==> config.mk <==
export PLATFORM = sky130hd
export DESIGN_NAME = piso_reader
export DESIGN_NICKNAME = d
export VERILOG_FILES = /design/src/rtl/piso_reader.sv
export SDC_FILE = /design/constraint.sdc
export NUM_CORES = 1
export LEC_CHECK = 0
export ABC_AREA = 1
export BUFFER_PORTS_ARGS = -buffer_cell sky130_fd_sc_hd__buf_4
export CAP_MARGIN = 10
export CORE_MARGIN = 10
export CORE_UTILIZATION = 45
export DETAILED_ROUTE_END_ITERATION = 8
export GPL_ROUTABILITY_DRIVEN = 1
export PLACE_DENSITY = 0.67
export SLEW_MARGIN = 30
export SYNTH_ARGS = -nofsm -noshare
export SYNTH_HDL_FRONTEND = slang
export SYNTH_SLANG_ARGS = --single-unit
==> constraint.sdc <==
create_clock -name CLK -period 1.9 [get_ports CLK]
set_clock_uncertainty 0.1 [all_clocks]
set_input_delay 0.38 -clock CLK [delete_from_list [all_inputs] [get_ports CLK]]
set_output_delay 0.38 -clock CLK [all_outputs]
set_load 0.005 [all_outputs]
==> src/rtl/piso_reader.sv <==
// Parallel-in/serial-out reader: loads a word under LOAD/READY and shifts it out
// one bit per clock with SVALID, followed by a one-cycle DONE pulse.
module piso_reader #(
    parameter int WIDTH     = 8,
    parameter bit LSB_FIRST = 1'b1
) (
    input  logic             CLK,
    input  logic             RST,
    input  logic [WIDTH-1:0] DATA,
    input  logic             LOAD,
    output logic             READY,
    output logic             SOUT,
    output logic             SVALID,
    output logic             DONE
);

    localparam int CW = (WIDTH > 1) ? $clog2(WIDTH) : 1;
    localparam logic [CW-1:0] LAST_BIT = CW'(WIDTH - 1);

    typedef enum logic [1:0] {
        IDLE  = 2'd0,
        SHIFT = 2'd1,
        FIN   = 2'd2
    } state_t;

    state_t           state_q;
    logic [WIDTH-1:0] shreg_q;
    logic [WIDTH-1:0] shreg_d;
    logic [CW-1:0]    cnt_q;
    logic             ready_q;
    logic             sout_q;
    logic             svalid_q;
    logic             done_q;

    // The bit that sits at the output end of a word in the chosen shift order.
    function automatic logic headBit(input logic [WIDTH-1:0] w);
        return LSB_FIRST ? w[0] : w[WIDTH-1];
    endfunction

    always_comb begin
        shreg_d = LSB_FIRST ? {1'b0, shreg_q[WIDTH-1:1]} : {shreg_q[WIDTH-2:0], 1'b0};
    end

    // Outputs are registered alongside the state so each one equals its decode
    // of the state it accompanies, with no path from the inputs.
    always_ff @(posedge CLK or posedge RST) begin
        if (RST) begin
            state_q  <= IDLE;
            shreg_q  <= '0;
            cnt_q    <= '0;
            ready_q  <= 1'b1;
            sout_q   <= 1'b0;
            svalid_q <= 1'b0;
            done_q   <= 1'b0;
        end else begin
            case (state_q)
                IDLE: begin
                    if (LOAD) begin
                        state_q  <= SHIFT;
                        shreg_q  <= DATA;
                        cnt_q    <= '0;
                        ready_q  <= 1'b0;
                        svalid_q <= 1'b1;
                        sout_q   <= headBit(DATA);
                    end
                end
                SHIFT: begin
                    shreg_q <= shreg_d;
                    if (cnt_q == LAST_BIT) begin
                        state_q  <= FIN;
                        cnt_q    <= '0;
                        svalid_q <= 1'b0;
                        sout_q   <= 1'b0;
                        done_q   <= 1'b1;
                    end else begin
                        cnt_q  <= cnt_q + CW'(1);
                        sout_q <= headBit(shreg_d);
                    end
                end
                FIN: begin
                    state_q <= IDLE;
                    done_q  <= 1'b0;
                    ready_q <= 1'b1;
                end
                default: begin
                    state_q  <= IDLE;
                    cnt_q    <= '0;
                    ready_q  <= 1'b1;
                    sout_q   <= 1'b0;
                    svalid_q <= 1'b0;
                    done_q   <= 1'b0;
                end
            endcase
        end
    end

    assign READY  = ready_q;
    assign SOUT   = sout_q;
    assign SVALID = svalid_q;
    assign DONE   = done_q;

endmodule
==> results.cfg <==
[run_status]
status = finished clean

[clock_network]
cts_inserted_buffers = 3
cts_root_buf = clkbuf_4
clk_path_buf_depth = 2
clkTransAtPathRegs_ps = 90
ctsHtreeMaxLevel = 1
cts_setup_buffers = 0
hold_buffers = 0
ctsResizeCount = 0
worst_skew_pair.late_latency_ps = 280
cts_sinks = 16
cts_tree = yes

[finish]
postLayoutCoreUtil_pct = 58.7
syn_to_final_growth_pct = 19.0
n_fill_cell = 143
drive_gt1_share_pct = 18.6
multi_input_area_um2 = 289
antenna_cells = 0
final_area_um2 = 916
register_area_um2 = 402
nets = 127

[floorplan]
start_util_pct = 49.4
core_um2 = 1560
fp.dieW_um = 61.4
die-area_um2 = 3760
die_y_um = 61.4
ios = 15
rows = 14

[sta]
finalSetupTns_ps = 0
fmax_ghz = 0.707
period_needed_ps = 1410
worstMarginPinSlew_ps = 605
worst_slack_ps = 487
slew_viol_final = 0
setup-violations-final = 0
relSlewSlack_pct = 59.6
rsz0062_at_grt = no
finalCritPeriodShare_pct = 74.4
hold_violations = 0

[drt]
wire_per_inst_um = 11.4
via_count = 624
via_per_inst = 4.84
first_iter_violations = 7
route.antenna.remaining_nets = 0
dr.pass1.iters = 4
wl_mm = 1.47
drc = 0

[grt]
use_met2_pct = 12.4
use_met3_pct = 2.67
gr-total-overflow = 0
met1_usage_pct = 11.3
grt_pass1_vias = 574
grt_pass1_wl_mm = 2.48
track_usage_pct = 8.92
grt_start_max_net_pins = 17
grt-busiest-layer = met2
antenna_found_initial = 0

[place]
numPortBuffers = 14
routabilityCongestion = 0.793
place_area_um2 = 880
dp_slack_ps = 502
hpwlAfterDp_mm = 1.14

[yosys]
synth_top_area_share_pct = 48.8
synth_compound_area_share_pct = 1.95
syn_nets = 110
synth_simple_gate_area_share_pct = 31.1
synth_top_family_by_area = simple AND/OR/NAND/NOR gates
synth_warnings = 0
synth-seq-cells = 16
netlist_area_um2 = 769
synthMuxAreaShare_pct = 1.30
synthCells = 97
yosysSeqAreaShare_pct = 52.2
synth_area_leaders = dfrtp_1, nand2_1, nand3_1, inv_1, dfstp_2
yosys.area_share.xor_xnor_pct = 0
synthDistinctLibCells = 14
yosysTopAreaCell = dfrtp_1
synth-adder-area-share_pct = 3.25
syn_avg_cell_area_um2 = 7.93

[power]
p_leak_nw = 0.529
powerDensity_nw_per_um2 = 1500
max-vdd-ir-drop_uv = 683

[setup_path]
cpPeakStageDelay_ps = 550
crit_family = flip-flops
worstPathArrival_ps = 930
crit_chain = buf_4
required_ps = 1420
crit_buf_inv = 1
crit_fanout = 2
crit_path_start_kind = register
crit_type = register to output port
crit_slowest_cell = dfstp_2
cp-end-kind = output port

[min_path]
hold_path_class = input pin to asynchronous set/reset pin

[run]
maxCapViolCount = 0
sequential cells by signal (all words and copies together) (netlist names):
| signal | cells |
|---|---|
| DONE | 1 |
| cnt_q | 3 |
| shreg_q | 7 |
| SOUT | 1 |
| READY | 1 |
| state_q | 2 |
| SVALID | 1 |
synth_stat cells:
cell type and instances:
nand3_1 15, nand4_1 1, ha_1 2, dfstp_2 1
dfrtp_1 15, nor2_1 6, inv_1 16, a21oi_1 1
mux2i_1 1, buf_4 2, o21ai_0 2, inv_2 1
nand2_1 33, nor2_4 1
cells in the final DEF, fill, tap and decap left out:
cell,instances
inv_1,16
nor2_4,1
nand4_1,1
ha_1,2
a21oi_1,1
dfrtp_1,15
nand3_1,15
clkbuf_8,1
inv_2,1
nor2_1,6
mux2i_1,1
clkbuf_4,3
nand2_1,33
o21ai_0,2
buf_4,14
dfstp_2,1
layer usage:
layer  wire length (µm)  up-vias
li1                   -      331
met5                  0        -
met4                 34        0
met1                709      280
met2                680        9
met3                 46        4
report_power, final:
group          total, W  internal, W  switching, W  leakage [nW]
sequential     0.000597     0.000506     0.0000917         0.194
combinational  0.000555     0.000233      0.000322         0.314
clock          0.000225     0.000117      0.000109        0.0210
total           0.00138     0.000855      0.000522         0.529
per-stage QoR:
stage | hold slack [ps] | power (W) | cells
2_1_floorplan | 193 | 0.00100 | 97
3_3_place_gp | 358 | 0.00116 | 125
3_5_place_dp | 369 | 0.00117 | 125
4_1_cts | 76.7 | 0.00140 | 129
5_1_grt | 87.1 | 0.00151 | 129
6_report | 55.5 | 0.00138 | 129
final timing paths:
kind	start	end	slack [ps]	cells after the start
max	READY	READY	490	1
min in group CLK	DATA[7]	shreg_q[7]	200	3
max in group asynchronous	RST	shreg_q[1]	1250	2
max reg2reg	state_q[1]	shreg_q[5]	490	5
min reg2reg	cnt_q[0]	cnt_q[0]	390	1
min	RST	shreg_q[6]	60	2
kinds of logic (layout without fill, tap and decap cells):
family	count (synthesis)	in the layout
AOI/OAI and AO/OA	3	3
adders and majority gates	2	2
buffers and inverters	19	35
DFF	16	16
muxes	1	1
and+or+nand+nor	56	56
cell type report:
class / instances / area share, %
sequential: 16 / 43.9
multi-input combinational: 62 / 31.6
timing repair buffer: 14 / 11.5
inverter: 17 / 6.97
clock buffer: 4 / 3.96
tap: 16 / 2.19
Note: power is estimated with default switching activity, not from simulation.
